$ cat src/rtl/wam_btn.sv
// Button and switch conditioning for the whack-a-mole top level.
// Latency: 2-cycle synchroniser, then DB_TICKS debounce ticks; outputs are registered.
// Backpressure: none. Pulses are one cycle wide and are never held or queued.
//
// Ports:
//   clk      system clock, all state on posedge
//   clr      asynchronous active-high reset
//   lft_raw  raw left button (async, active high)
//   rgt_raw  raw right button (async, active high)
//   pse_raw  raw pause button (async, active high)
//   sw_raw   raw mole switches (async)
//   lft_p    one-cycle pulse per accepted left press or auto-repeat
//   rgt_p    one-cycle pulse per accepted right press or auto-repeat
//   pse_flg  pause level, toggles once per accepted pause press
//   sw_db    debounced switch levels

// Debounce FSM for one button, with optional auto-repeat.
// REP=1: q is a one-cycle pulse on accept and on every repeat.
// REP=0: q toggles on accept, and there is no auto-repeat.
module wam_btn_deb #(
    parameter int DB_TICKS = 20,
    parameter int REP_DLY  = 500,
    parameter int REP_PER  = 100,
    parameter int CW       = 10,
    parameter bit REP      = 1'b1
) (
    input  logic clk,
    input  logic clr,
    input  logic tick,
    input  logic lvl,
    output logic q
);
    typedef enum logic [2:0] {IDLE, DEB_ON, HELD, REPEAT, DEB_OFF} st_t;

    localparam logic [CW-1:0] DB_C  = CW'(DB_TICKS);
    localparam logic [CW-1:0] DLY_C = CW'(REP_DLY);
    localparam logic [CW-1:0] PER_C = CW'(REP_PER);

    st_t           st;
    logic [CW-1:0] cnt;
    logic [CW-1:0] cnt_inc;

    assign cnt_inc = cnt + CW'(1);

    always_ff @(posedge clk or posedge clr) begin
        if (clr) begin
            st  <= IDLE;
            cnt <= '0;
            q   <= 1'b0;
        end else begin
            // Pulse mode: q is high only in the cycle after a firing tick.
            if (REP) q <= 1'b0;
            if (tick) begin
                case (st)
                    IDLE: begin
                        // cnt is 0 here, so cnt_inc counts this first agreeing sample.
                        if (lvl) begin
                            if (cnt_inc == DB_C) begin
                                st  <= HELD;
                                cnt <= '0;
                                q   <= REP ? 1'b1 : ~q;
                            end else begin
                                st  <= DEB_ON;
                                cnt <= CW'(1);
                            end
                        end
                    end
                    DEB_ON: begin
                        if (!lvl) begin
                            st  <= IDLE;
                            cnt <= '0;
                        end else if (cnt_inc == DB_C) begin
                            st  <= HELD;
                            cnt <= '0;
                            q   <= REP ? 1'b1 : ~q;
                        end else begin
                            cnt <= cnt_inc;
                        end
                    end
                    HELD, REPEAT: begin
                        if (!lvl) begin
                            if (DB_C == CW'(1)) begin
                                st  <= IDLE;
                                cnt <= '0;
                            end else begin
                                st  <= DEB_OFF;
                                cnt <= CW'(1);
                            end
                        end else if (REP) begin
                            if (cnt_inc == ((st == HELD) ? DLY_C : PER_C)) begin
                                st  <= REPEAT;
                                cnt <= '0;
                                q   <= 1'b1;
                            end else begin
                                cnt <= cnt_inc;
                            end
                        end
                    end
                    DEB_OFF: begin
                        // A bounce back to 1 restarts the repeat delay without a pulse.
                        if (lvl) begin
                            st  <= HELD;
                            cnt <= '0;
                        end else if (cnt_inc == DB_C) begin
                            st  <= IDLE;
                            cnt <= '0;
                        end else begin
                            cnt <= cnt_inc;
                        end
                    end
                    default: begin
                        st  <= IDLE;
                        cnt <= '0;
                    end
                endcase
            end
        end
    end
endmodule

module wam_btn #(
    parameter int TICK_DIV = 100000,
    parameter int DB_TICKS = 20,
    parameter int REP_DLY  = 500,
    parameter int REP_PER  = 100
) (
    input  logic       clk,
    input  logic       clr,
    input  logic       lft_raw,
    input  logic       rgt_raw,
    input  logic       pse_raw,
    input  logic [7:0] sw_raw,
    output logic       lft_p,
    output logic       rgt_p,
    output logic       pse_flg,
    output logic [7:0] sw_db
);
    localparam int MAX1 = (DB_TICKS > REP_DLY) ? DB_TICKS : REP_DLY;
    localparam int MAXT = (MAX1 > REP_PER) ? MAX1 : REP_PER;
    localparam int CW   = $clog2(MAXT) + 1;
    localparam int TW   = (TICK_DIV > 1) ? $clog2(TICK_DIV) : 1;

    localparam logic [CW-1:0] DB_C = CW'(DB_TICKS);

    // Two-flop synchroniser; bit order {sw, pse, rgt, lft}.
    logic [10:0] s1;
    logic [10:0] s2;

    always_ff @(posedge clk or posedge clr) begin
        if (clr) begin
            s1 <= '0;
            s2 <= '0;
        end else begin
            s1 <= {sw_raw, pse_raw, rgt_raw, lft_raw};
            s2 <= s1;
        end
    end

    logic       lft_s;
    logic       rgt_s;
    logic       pse_s;
    logic [7:0] sw_s;

    assign lft_s = s2[0];
    assign rgt_s = s2[1];
    assign pse_s = s2[2];
    assign sw_s  = s2[10:3];

    // Sample tick: first tick is TICK_DIV cycles after reset release.
    logic [TW-1:0] tcnt;
    logic          tick;

    assign tick = (tcnt == TW'(TICK_DIV - 1));

    always_ff @(posedge clk or posedge clr) begin
        if (clr) begin
            tcnt <= '0;
        end else if (tick) begin
            tcnt <= '0;
        end else begin
            tcnt <= tcnt + TW'(1);
        end
    end

    wam_btn_deb #(
        .DB_TICKS(DB_TICKS), .REP_DLY(REP_DLY), .REP_PER(REP_PER), .CW(CW), .REP(1'b1)
    ) u_lft (
        .clk(clk), .clr(clr), .tick(tick), .lvl(lft_s), .q(lft_p)
    );

    wam_btn_deb #(
        .DB_TICKS(DB_TICKS), .REP_DLY(REP_DLY), .REP_PER(REP_PER), .CW(CW), .REP(1'b1)
    ) u_rgt (
        .clk(clk), .clr(clr), .tick(tick), .lvl(rgt_s), .q(rgt_p)
    );

    wam_btn_deb #(
        .DB_TICKS(DB_TICKS), .REP_DLY(REP_DLY), .REP_PER(REP_PER), .CW(CW), .REP(1'b0)
    ) u_pse (
        .clk(clk), .clr(clr), .tick(tick), .lvl(pse_s), .q(pse_flg)
    );

    // Switches: per-bit disagreement counter, cleared whenever a sample
    // matches the current debounced level.
    logic [CW-1:0] swc [8];

    always_ff @(posedge clk or posedge clr) begin
        if (clr) begin
            for (int i = 0; i < 8; i++) swc[i] <= '0;
            sw_db <= '0;
        end else if (tick) begin
            for (int i = 0; i < 8; i++) begin
                if (sw_s[i] == sw_db[i]) begin
                    swc[i] <= '0;
                end else if ((swc[i] + CW'(1)) == DB_C) begin
                    sw_db[i] <= sw_s[i];
                    swc[i]   <= '0;
                end else begin
                    swc[i] <= swc[i] + CW'(1);
                end
            end
        end
    end
endmodule

$ cat config.mk
export PLATFORM = sky130hd
export DESIGN_NAME = wam_btn
export DESIGN_NICKNAME = d
export VERILOG_FILES = /design/src/rtl/wam_btn.sv
export SDC_FILE = /design/constraint.sdc
export NUM_CORES = 1
export LEC_CHECK = 0
export ABC_CLOCK_PERIOD_IN_PS = 7100
export CAP_MARGIN = 20
export CORE_MARGIN = 1
export CORE_UTILIZATION = 60
export DETAILED_ROUTE_END_ITERATION = 12
export PLACE_DENSITY = 0.78
export SLEW_MARGIN = 20
export SYNTH_ARGS = -nofsm -noshare
export SYNTH_HDL_FRONTEND = slang
export SYNTH_SLANG_ARGS = --single-unit
$ cat constraint.sdc
create_clock -name clk -period 7.1 [get_ports clk]
set_input_delay 1.065 -clock clk [delete_from_list [all_inputs] [get_ports clk]]
set_output_delay 1.065 -clock clk [all_outputs]
set_load 0.1 [all_outputs]
==> results of run 1 <==
## flip-flops by register name (all words and copies together) (netlist names)
name	cells
s1	11
s2	11
sw_db	8
swc	80
tcnt	17
u_lft.cnt	10
u_lft.q	1
u_lft.st	3
u_pse.cnt	10
u_pse.q	1
u_pse.st	3
u_rgt.cnt	10
u_rgt.q	1
u_rgt.st	3
## metal layers
metal / up-vias / share of wire, %
met5: - / 0
met4: 0 / 1.1
met3: 17 / 3.7
met2: 160 / 46
met1: 3664 / 49
li1: 3784 / -
## layout make-up
class                           count  area share [%]
Tap cell                          188            2.31
Multi-Input combinational cell    801            47.1
Sequential cell                   169            41.6
Clock inverter                     13            1.19
Timing Repair Buffer               27            2.56
Clock buffer                       19            4.35
Inverter                           23           0.897
## cell usage after synthesis, types with 15 or more instances
library cell / count / area (sq um)
a31oi_1: 15 / 93.8
a21oi_1: 43 / 215
a22o_1: 16 / 140
nand4_1: 24 / 150
inv_1: 23 / 86.3
a21o_1: 15 / 113
o31ai_1: 22 / 165
nand2b_1: 16 / 100
and3_1: 28 / 175
o21ai_0: 109 / 546
xnor2_1: 22 / 193
nand3_1: 58 / 290
dfrtp_1: 169 / 4230
clkbuf_1: 25 / 93.8
nor2_1: 67 / 251
or3_1: 16 / 100
nor2b_1: 16 / 100
nand2_1: 142 / 533
nor3_1: 22 / 110
## final timing paths
check / endpoint / depth (start not counted) / startpoint
max reg2reg: swc[39] / 7 / tcnt[12]
max: sw_db[7] / 1 / sw_db[7]
min reg2reg: s2[2] / 0 / s1[2]
min: s2[2] / 0 / s1[2]
min in group asynchronous: u_pse.cnt[7] / 2 / clr
max in group asynchronous: s1[6] / 3 / clr
## cells by family after synthesis
group	after synthesis
AOI/OAI and AO/OA	264
xor gates and xnor gates	36
adders and majority gates	12
buffers and inverters	61
DFF	169
muxes	20
and+or+nand+nor	469
## power groups by stage
stage          registers [W]  logic [W]  clock network [W]
3_3_place_gp        0.000991  0.0000421                  0
6_report            0.000973  0.0000408           0.000884
3_5_place_dp        0.000991  0.0000424                  0
5_1_grt             0.000973  0.0000475           0.000940
4_1_cts             0.000973  0.0000426           0.000905
2_1_floorplan       0.000990  0.0000262                  0
## stage by stage
| step | worst slack (ns) | hold WS [ns] | util (%) | power [W] | area [sq um] |
|---|---|---|---|---|---|
| floorplan | 1.46 | 0.331 | - | 0.00102 | 9260 |
| global placement | 3.91 | 0.333 | 63.5 | 0.00103 | 9610 |
| detailed placement | 3.89 | 0.336 | 63.5 | 0.00103 | 9610 |
| CTS | 3.98 | 0.352 | 67.2 | 0.00192 | 10200 |
| global route | 3.85 | 0.354 | 67.2 | 0.00196 | 10200 |
| finish | 3.99 | 0.349 | 67.2 | 0.00190 | 10200 |
==> flow_summary_export.csv, run 1 <==
group,metric,value,unit
logic_synthesis,yosysUniqueCellTypes,75,
global_route,grt_pass1_wl,31800,um
sta,fin_crit_sh,43.7,%
cts,cts_sinks,169,
sta,rsz0062_at_grt,"no",
worst_setup_path,cp_top_family,"buffers and inverters",
worst_setup_path,path_buf_inv,1,
worst_hold_path,min_path_type,"reg2reg",
worst_setup_path,end_kind,"output pin",
global_route,grtUsageMet3,4.50,%
die,die_w,126,um
placement,post-dp-hpwl,11900,um
logic_synthesis,ys_ff_latch,169,
die,start_util,61.1,%
cells_and_area,syn2layout_area_growth,9.95,%
global_route,antenna_found_initial,0,
sta,fin_skew,0.00708,ns
global_route,met1_usage,34.5,%
cts,clkTransAtPathRegs,0.06,ns
cts,cts_hold_buf,0,
power_and_ir_drop,power_frac_comb,2.1,%
power_and_ir_drop,p_leak,4.26,nW
logic_synthesis,synth-edff-count,0,
placement,dp.cells,1208,
power_and_ir_drop,p_per_area,186,nW/um^2
job,max-cap-violations,0,
drt,drt_iter0_drc,586,
placement,portBuffers,23,
logic_synthesis,mappedNetlistArea,9260,sq um
logic_synthesis,synth-async-reset-ratio,100,%
worst_setup_path,crit_type,"reg2out",
cells_and_area,nets,1064,
power_and_ir_drop,vdd_drop_max,0.190,mV
sta,maxSlewViolCount,0,
die,die-area,15900,sq um
worst_setup_path,crit_fanout,4,
cts,cts_tree,"built",
cts,post_cts_buffers,0,
logic_synthesis,synth_flop_cell,"dfrtp_1",
cells_and_area,final_common_cell,"dfrtp_1",
power_and_ir_drop,switchingPower,0.000424,W
power_and_ir_drop,p_sw_share,22.3,%
cells_and_area,final_cells,1240,
logic_synthesis,synth_mux_area_share,2.39,%
worst_setup_path,worstPathArrival,2.04,ns
power_and_ir_drop,seqPwrFrac,51.3,%
cts,post_cts_resized,0,
global_route,busiest_layer,"met2",
sta,slew_headroom,28.1,%
cts,cts_buffers,17,
drt,first_pass_iters,7,
power_and_ir_drop,clkPwrFrac,46.6,%
sta,clock.fmax,322,MHz
cts,htree_levels,4,
drt,drc_errors,0,
global_route,grt_overflow,0,
global_route,use_met2,38.8,%
logic_synthesis,seq_area_frac_synth,45.7,%
power_and_ir_drop,p_int,0.00147,W
sta,fin_setup_tns,0,ns
sta,min_period,3.11,ns
cells_and_area,seq_area,4230,sq um
logic_synthesis,synth.avg_cell_area,8.98,sq um
cts,insertion_delay,0.43,ns
logic_synthesis,postSynthCellCount,1031,
die,die_y,126,um
logic_synthesis,synth_compound_area_share,18.1,%
cts,clockBufferDepth,2,
placement,place_congestion,0.827,
logic_synthesis,synthAdderAreaFrac,1.62,%
cells_and_area,n_antenna_cell,0,
drt,finalWirelength,18600,um
cts,cts_root_buf,"clkbuf_16",
drt,route.vias.total,7625,
cells_and_area,mostFrequentLayoutCells,"dfrtp_1 (169), nand2_1 (142), o21ai_0 (109)",
drt,vias_per_cell,6.15,
sta,setup_violations,0,
die,core,15100,sq um
global_route,grt_max_degree,95,
logic_synthesis,synth_top_family_by_area,"simple AND/OR/NAND/NOR gates",
drt,ant_nets,0,
die,rows,45,
global_route,grt_usage,24.4,%
worst_setup_path,max_stage_delay,1.17,ns
logic_synthesis,syn-num-nets,1056,
logic_synthesis,synth_warnings,0,
cells_and_area,drive_gt1_share,7.03,%
worst_setup_path,cp_slowest_cell,"clkdlybuf4s50_1",
worst_setup_path,path_cells,"clkdlybuf4s50_1",
logic_synthesis,synthXorXnorAreaFrac,3.41,%
cells_and_area,multi_input_area,4800,sq um
logic_synthesis,synth_simple_gate_area_share,26.2,%
sta,hold_viol_final,0,
global_route,grt_pass1_vias,6865,
worst_setup_path,critPathRequiredTime,6.03,ns
worst_setup_path,reg2reg_setup_slack,4.09,ns
run_status,outcome,"finished, final reports clean",
cells_and_area,fill_cells,1159,
die,pin_count,24,
sta,tightest_slew,1.07,ns
drt,wire_per_inst,15.0,um
worst_setup_path,startpoint_type,"flip-flop",
Power figures use the tool's default switching activity.
==> inputs of run 2 (changes only) <==
--- a/config.mk
+++ b/config.mk
@@ -5,12 +5,12 @@
 export SDC_FILE = /design/constraint.sdc
 export NUM_CORES = 1
 export LEC_CHECK = 0
-export ABC_CLOCK_PERIOD_IN_PS = 7100
+export ABC_CLOCK_PERIOD_IN_PS = 2650
 export CAP_MARGIN = 20
 export CORE_MARGIN = 1
-export CORE_UTILIZATION = 60
+export CORE_UTILIZATION = 56
 export DETAILED_ROUTE_END_ITERATION = 12
-export PLACE_DENSITY = 0.78
+export PLACE_DENSITY = 0.76
 export SLEW_MARGIN = 20
 export SYNTH_ARGS = -nofsm -noshare
 export SYNTH_HDL_FRONTEND = slang
==> constraint.sdc (replaced) <==
create_clock -name clk -period 2.65 [get_ports clk]
set_input_delay 0.3975 -clock clk [delete_from_list [all_inputs] [get_ports clk]]
set_output_delay 0.3975 -clock clk [all_outputs]
set_load 0.1 [all_outputs]
==> run 2 against run 1 <==
  * Via count rose by 0.85%
  * First-iteration DRC count fell by 13%
  * Final cell count rose by 4.9%
  * Largest cell class unchanged
  * Core utilization fell by 1.3 points
  * Sequential power rose to 2.7 times the previous value
  * Critical path depth rose by 7
  * Critical path type is now reg2reg
  * Worst setup slack got worse by 3.9 ns
  * Non-clock buffer count rose by 33
  * Register-to-register slack got worse by 4.0 ns
  * Combinational power rose to 3.1 times the previous value
  * Flip-flop and latch count did not move
  * Clock skew rose by 0.0019 ns
==> flow_summary_export.csv, run 2 (synthesis gave the netlist of run 1 again) <==
group,metric,value,unit
power_and_ir_drop,p_per_area,491,nW/um^2
cells_and_area,mostFrequentLayoutCells,"dfrtp_1 (169), nand2_1 (142), o21ai_0 (108)",
cells_and_area,largest_reg_flops,80,
cts,cts_root_buf,"clkbuf_16",
worst_setup_path,startpoint_type,"flip-flop",
run_status,outcome,"finished, final reports clean",
sta,clock.fmax,396,MHz
die,core,16000,sq um
sta,maxSlewViolCount,0,
worst_setup_path,crit_type,"reg2reg",
drt,route.vias.total,7690,
global_route,grt_pass1_vias,7008,
drt,first_pass_iters,5,
placement,post-dp-hpwl,13100,um
die,die-area,17000,sq um
sta,fin_skew,0.00900,ns
die,start_util,57.9,%
worst_setup_path,r2r_cells,8,
sta,fin_crit_sh,95.3,%
cells_and_area,nets,1097,
worst_setup_path,path_cells,"ha_2 > buf_4 > nor2b_1 > nand2_1 > or4b_4 > a2bb2oi_4 > nor2_1 > a22o_1",
sta,slew_headroom,53.6,%
cells_and_area,fill_cells,1313,
cells_and_area,regMostFlops,"swc",
placement,portBuffers,23,
cells_and_area,top_regs,"swc x80, tcnt x17",
drt,drt_iter0_drc,507,
power_and_ir_drop,p_leak,4.48,nW
sta,fin_setup_tns,0,ns
drt,finalWirelength,19300,um
global_route,grt_max_degree,41,
cells_and_area,syn2layout_area_growth,13.9,%
cts,insertion_delay,0.43,ns
worst_setup_path,path_buf_inv,1,
die,die_y,131,um
die,pin_count,24,
worst_hold_path,hold_depth,0,
placement,place_congestion,0.863,
cts,cts_sinks,169,
sta,hold_viol_final,0,
sta,min_period,2.53,ns
global_route,grt_overflow,0,
cts,htree_levels,4,
cells_and_area,final_common_cell,"dfrtp_1",
die,die_w,131,um
cts,cts_buffers,17,
global_route,grt_usage,24.1,%
worst_setup_path,end_kind,"flip-flop",
cells_and_area,drive_gt1_share,11.3,%
drt,vias_per_cell,5.91,
drt,drc_errors,0,
die,rows,46,
worst_setup_path,critPathRequiredTime,2.97,ns
power_and_ir_drop,power,0.00517,W
worst_setup_path,max_stage_delay,0.59,ns
power_and_ir_drop,vdd_drop_max,0.564,mV
cts,cts_hold_buf,0,
worst_setup_path,cp_top_family,"simple AND/OR/NAND/NOR gates",
worst_setup_path,cp_num_cells,8,
sta,whs,0.349,ns
sta,tightest_slew,0.692,ns
cells_and_area,n_antenna_cell,0,
cts,cts_tree,"built",
cts,clockBufferDepth,2,
drt,wire_per_inst,14.9,um
cts,clkTransAtPathRegs,0.07,ns
drt,ant_nets,0,
sta,setup_violations,0,
worst_setup_path,worstPathArrival,2.85,ns
worst_setup_path,cp_slowest_cell,"or4b_4",
job,max-cap-violations,0,
global_route,grt_pass1_wl,32700,um
global_route,antenna_found_initial,0,
worst_hold_path,min_path_type,"reg2reg",
worst_setup_path,crit_fanout,9,
run 2: repair_timing:
item                                    CTS  global route
buffers inserted                          0             2
endpoints found under the setup margin    0            17
gates resized for setup                   0             6
endpoints found under the hold margin     0             0
run 2: per-stage QoR:
stage | instance area (sq um) | worst slack, ns | util [%] | std cells
floorplan | 9260 | 0.0978 | - | 1031
global placement | 9930 | 0.127 | 62.0 | 1267
detailed placement | 9930 | 0.00439 | 62.0 | 1267
CTS | 10500 | 0.0238 | 65.7 | 1299
global route | 10500 | -0.0156 | 65.9 | 1301
finish | 10500 | 0.124 | 65.9 | 1301
run 2: area by class of cell:
cell class              instances  area, sq um  area share, %
multi-input cells             801         4820           45.7
flip-flops and latches        169         4230           40.1
repair buffers                 60          556           5.27
clock buffers                  17          425           4.03
clock inverters                15          158           1.49
well taps                     216          270           2.56
inverters                      23         90.1          0.854
run 2: final timing paths:
| path | start | slack (ns) | endpoint |
|---|---|---|---|
| worst max-delay path | u_lft.cnt[1] | 0.12 | u_lft.cnt[2] |
| worst min-delay path | s1[0] | 0.35 | s2[0] |
| worst max register to register | u_lft.cnt[1] | 0.12 | u_lft.cnt[2] |
| worst min register to register | s1[0] | 0.35 | s2[0] |
| max in group asynchronous | clr | 1.68 | u_rgt.cnt[3] |
| min in group asynchronous | clr | 0.37 | swc[29] |
run 2: report_power, final:
part | leakage (nW) | internal [W] | total [W] | switching, W
combinational | 1.90 | 0.0000463 | 0.000128 | 0.0000820
clock | 0.284 | 0.00133 | 0.00244 | 0.00111
sequential | 2.30 | 0.00260 | 0.00261 | 0.0000110
total | 4.48 | 0.00397 | 0.00517 | 0.00120
run 2: per-layer routing:
| metal | vias up | GRT usage [%] | part of all wire [%] |
|---|---|---|---|
| met5 | - | 0 | 0 |
| met4 | 0 | 6.15 | 0.92 |
| met3 | 14 | 5.70 | 3.8 |
| met2 | 135 | 39.1 | 48 |
| met1 | 3689 | 32.7 | 48 |
| li1 | 3852 | - | - |
==> inputs of run 3 (changes only) <==
--- a/config.mk
+++ b/config.mk
@@ -10,7 +10,7 @@
 export CORE_MARGIN = 1
 export CORE_UTILIZATION = 56
 export DETAILED_ROUTE_END_ITERATION = 12
-export PLACE_DENSITY = 0.76
+export PLACE_DENSITY = 0.82
 export SLEW_MARGIN = 20
 export SYNTH_ARGS = -nofsm -noshare
 export SYNTH_HDL_FRONTEND = slang
==> run 3 against run 2 <==
  * Clock-buffer cell count grew 1
  * Non-clock buffer count is the same
  * Via count grew 2.6%
  * Clock power grew 6%
  * Worst setup slack lost 0.070 ns
  * Core utilization grew 0.12 points
  * Global-route usage grew 0.60 points
  * Highest routed layer unchanged
==> flow_summary_export.csv, run 3 (synthesis gave the netlist of run 1 again) <==
group,metric,value,unit
run_status,outcome,"finished, final reports clean",
global_route,grt_pass1_vias,7232,
global_route,grtUsageMet3,5.05,%
sta,setup_violations,0,
cts,cts_root_buf,"clkbuf_16",
cts,htree_levels,4,
sta,slew_headroom,56.3,%
cells_and_area,largest_reg_flops,80,
global_route,grt_overflow,0,
cts,cts_tree,"built",
placement,post-dp-hpwl,13200,um
placement,portBuffers,23,
cts,cts_sinks,169,
die,die_y,131,um
sta,clock.fmax,385,MHz
worst_hold_path,min_path_type,"reg2reg",
global_route,grt_usage,24.7,%
cts,cts_buffers,17,
drt,route.vias.total,7890,
die,core,16000,sq um
cells_and_area,drive_gt1_share,11.2,%
drt,first_pass_iters,5,
sta,tightest_slew,0.652,ns
cts,clockBufferDepth,2,
sta,maxSlewViolCount,0,
job,max-cap-violations,0,
cells_and_area,top_regs,"swc x80, tcnt x17",
sta,min_period,2.60,ns
die,start_util,57.9,%
drt,vias_per_cell,6.06,
worst_setup_path,startpoint_type,"flip-flop",
cts,cts_hold_buf,0,
power_and_ir_drop,power,0.00532,W
sta,fin_crit_sh,98.0,%
power_and_ir_drop,p_per_area,503,nW/um^2
global_route,use_met2,39.9,%
worst_setup_path,cp_slowest_cell,"or4b_4",
cells_and_area,n_antenna_cell,0,
sta,hold_viol_final,0,
worst_setup_path,crit_fanout,7,
global_route,grt_max_degree,40,
worst_setup_path,path_cells,"ha_1 > buf_4 > nand2_1 > xor2_1 > a31oi_1 > or4b_4 > a2bb2oi_4 > nor2_1 > a22o_1",
power_and_ir_drop,vdd_drop_max,0.447,mV
cells_and_area,regMostFlops,"swc",
cells_and_area,mostFrequentLayoutCells,"dfrtp_1 (169), nand2_1 (142), o21ai_0 (109)",
worst_setup_path,end_kind,"flip-flop",
cells_and_area,syn2layout_area_growth,14.2,%
drt,ant_nets,0,
drt,finalWirelength,19700,um
drt,drc_errors,0,
die,rows,46,
cells_and_area,fin_area,10600,sq um
sta,fin_skew,0.0131,ns
cts,insertion_delay,0.44,ns
drt,drt_iter0_drc,537,
placement,placed_area,9890,sq um
global_route,busiest_layer,"met2",
worst_setup_path,crit_type,"reg2reg",
die,die_w,131,um
global_route,grt_pass1_wl,33400,um
cells_and_area,nets,1097,
worst_setup_path,worstPathArrival,2.91,ns
die,die-area,17000,sq um
worst_setup_path,max_stage_delay,0.58,ns
global_route,antenna_found_initial,0,
die,pin_count,24,
cts,clkTransAtPathRegs,0.06,ns
placement,place_congestion,0.863,
drt,wire_per_inst,15.2,um
worst_setup_path,critPathRequiredTime,2.97,ns
sta,fin_setup_tns,0,ns
global_route,met1_usage,33.4,%
sta,rsz0062_at_grt,"no",
cells_and_area,final_common_cell,"dfrtp_1",
power_and_ir_drop,p_leak,4.51,nW
==> run 3: critical path, delay by kind of cell, from the launching register on <==
family          cells  cell delay (ns)
simple gates        3             0.80
buf+inv             1             0.17
xor+xnor            1             0.17
compound gates      3             0.67
flops               1             0.38
fa+ha+maj           1             0.28
==> run 3: power by group <==
| part | switching [W] | internal [W] | total (W) |
|---|---|---|---|
| clock | 0.00108 | 0.00151 | 0.00258 |
| combinational | 0.0000831 | 0.0000452 | 0.000128 |
| sequential | 0.0000115 | 0.00260 | 0.00261 |
==> run 3: path summary, 6_finish.rpt <==
path                                 to          from  slack, ns  depth (start not counted)
setup / recovery           u_lft.cnt[2]  u_lft.cnt[0]       0.05                          9
hold / removal                    s2[8]         s1[8]       0.35                          0
setup reg to reg           u_lft.cnt[2]  u_lft.cnt[0]       0.05                          9
hold reg to reg                   s2[8]         s1[8]       0.35                          0
max in group asynchronous  u_pse.cnt[6]           clr       1.61                          3
min in group asynchronous       swc[27]           clr       0.40                          2
==> run 3: final cells by class <==
type,instances,area [sq um]
Multi-Input combinational cell,801,4830
Clock buffer,18,429
Inverter,23,90.1
Clock inverter,14,188
Sequential cell,169,4230
Timing Repair Buffer,60,531
Fill cell,1277,5430
Tap cell,216,270
==> run 3: what timing repair did <==
action | CTS | global route
hold endpoints to repair | 0 | 0
pin swaps | 0 | 1
setup endpoints to repair | 4 | 16
buffers inserted | 0 | 3
cloned | 0 | 0
resized for setup | 1 | 5
==> run 3: routing by layer <==
metal	routed length, um	part of all wire, %	up-vias
met5	0	0	-
met2	9600	49	162
met4	288	1.5	0
met1	9230	47	3844
li1	-	-	3862
met3	613	3.1	22
==> run 3: metrics by stage <==
| step | utilization, % | hold slack, ns | worst slack (ns) | instances |
|---|---|---|---|---|
| 6_report | 66.0 | 0.347 | 0.0543 | 1301 |
| 5_1_grt | 66.0 | 0.356 | 0.000635 | 1301 |
| 4_1_cts | 65.7 | 0.351 | 0.0379 | 1298 |
| 3_5_place_dp | 61.8 | 0.335 | -0.00879 | 1266 |
| 3_3_place_gp | 61.8 | 0.332 | 0.144 | 1266 |
| 2_1_floorplan | - | 0.331 | 0.0978 | 1031 |
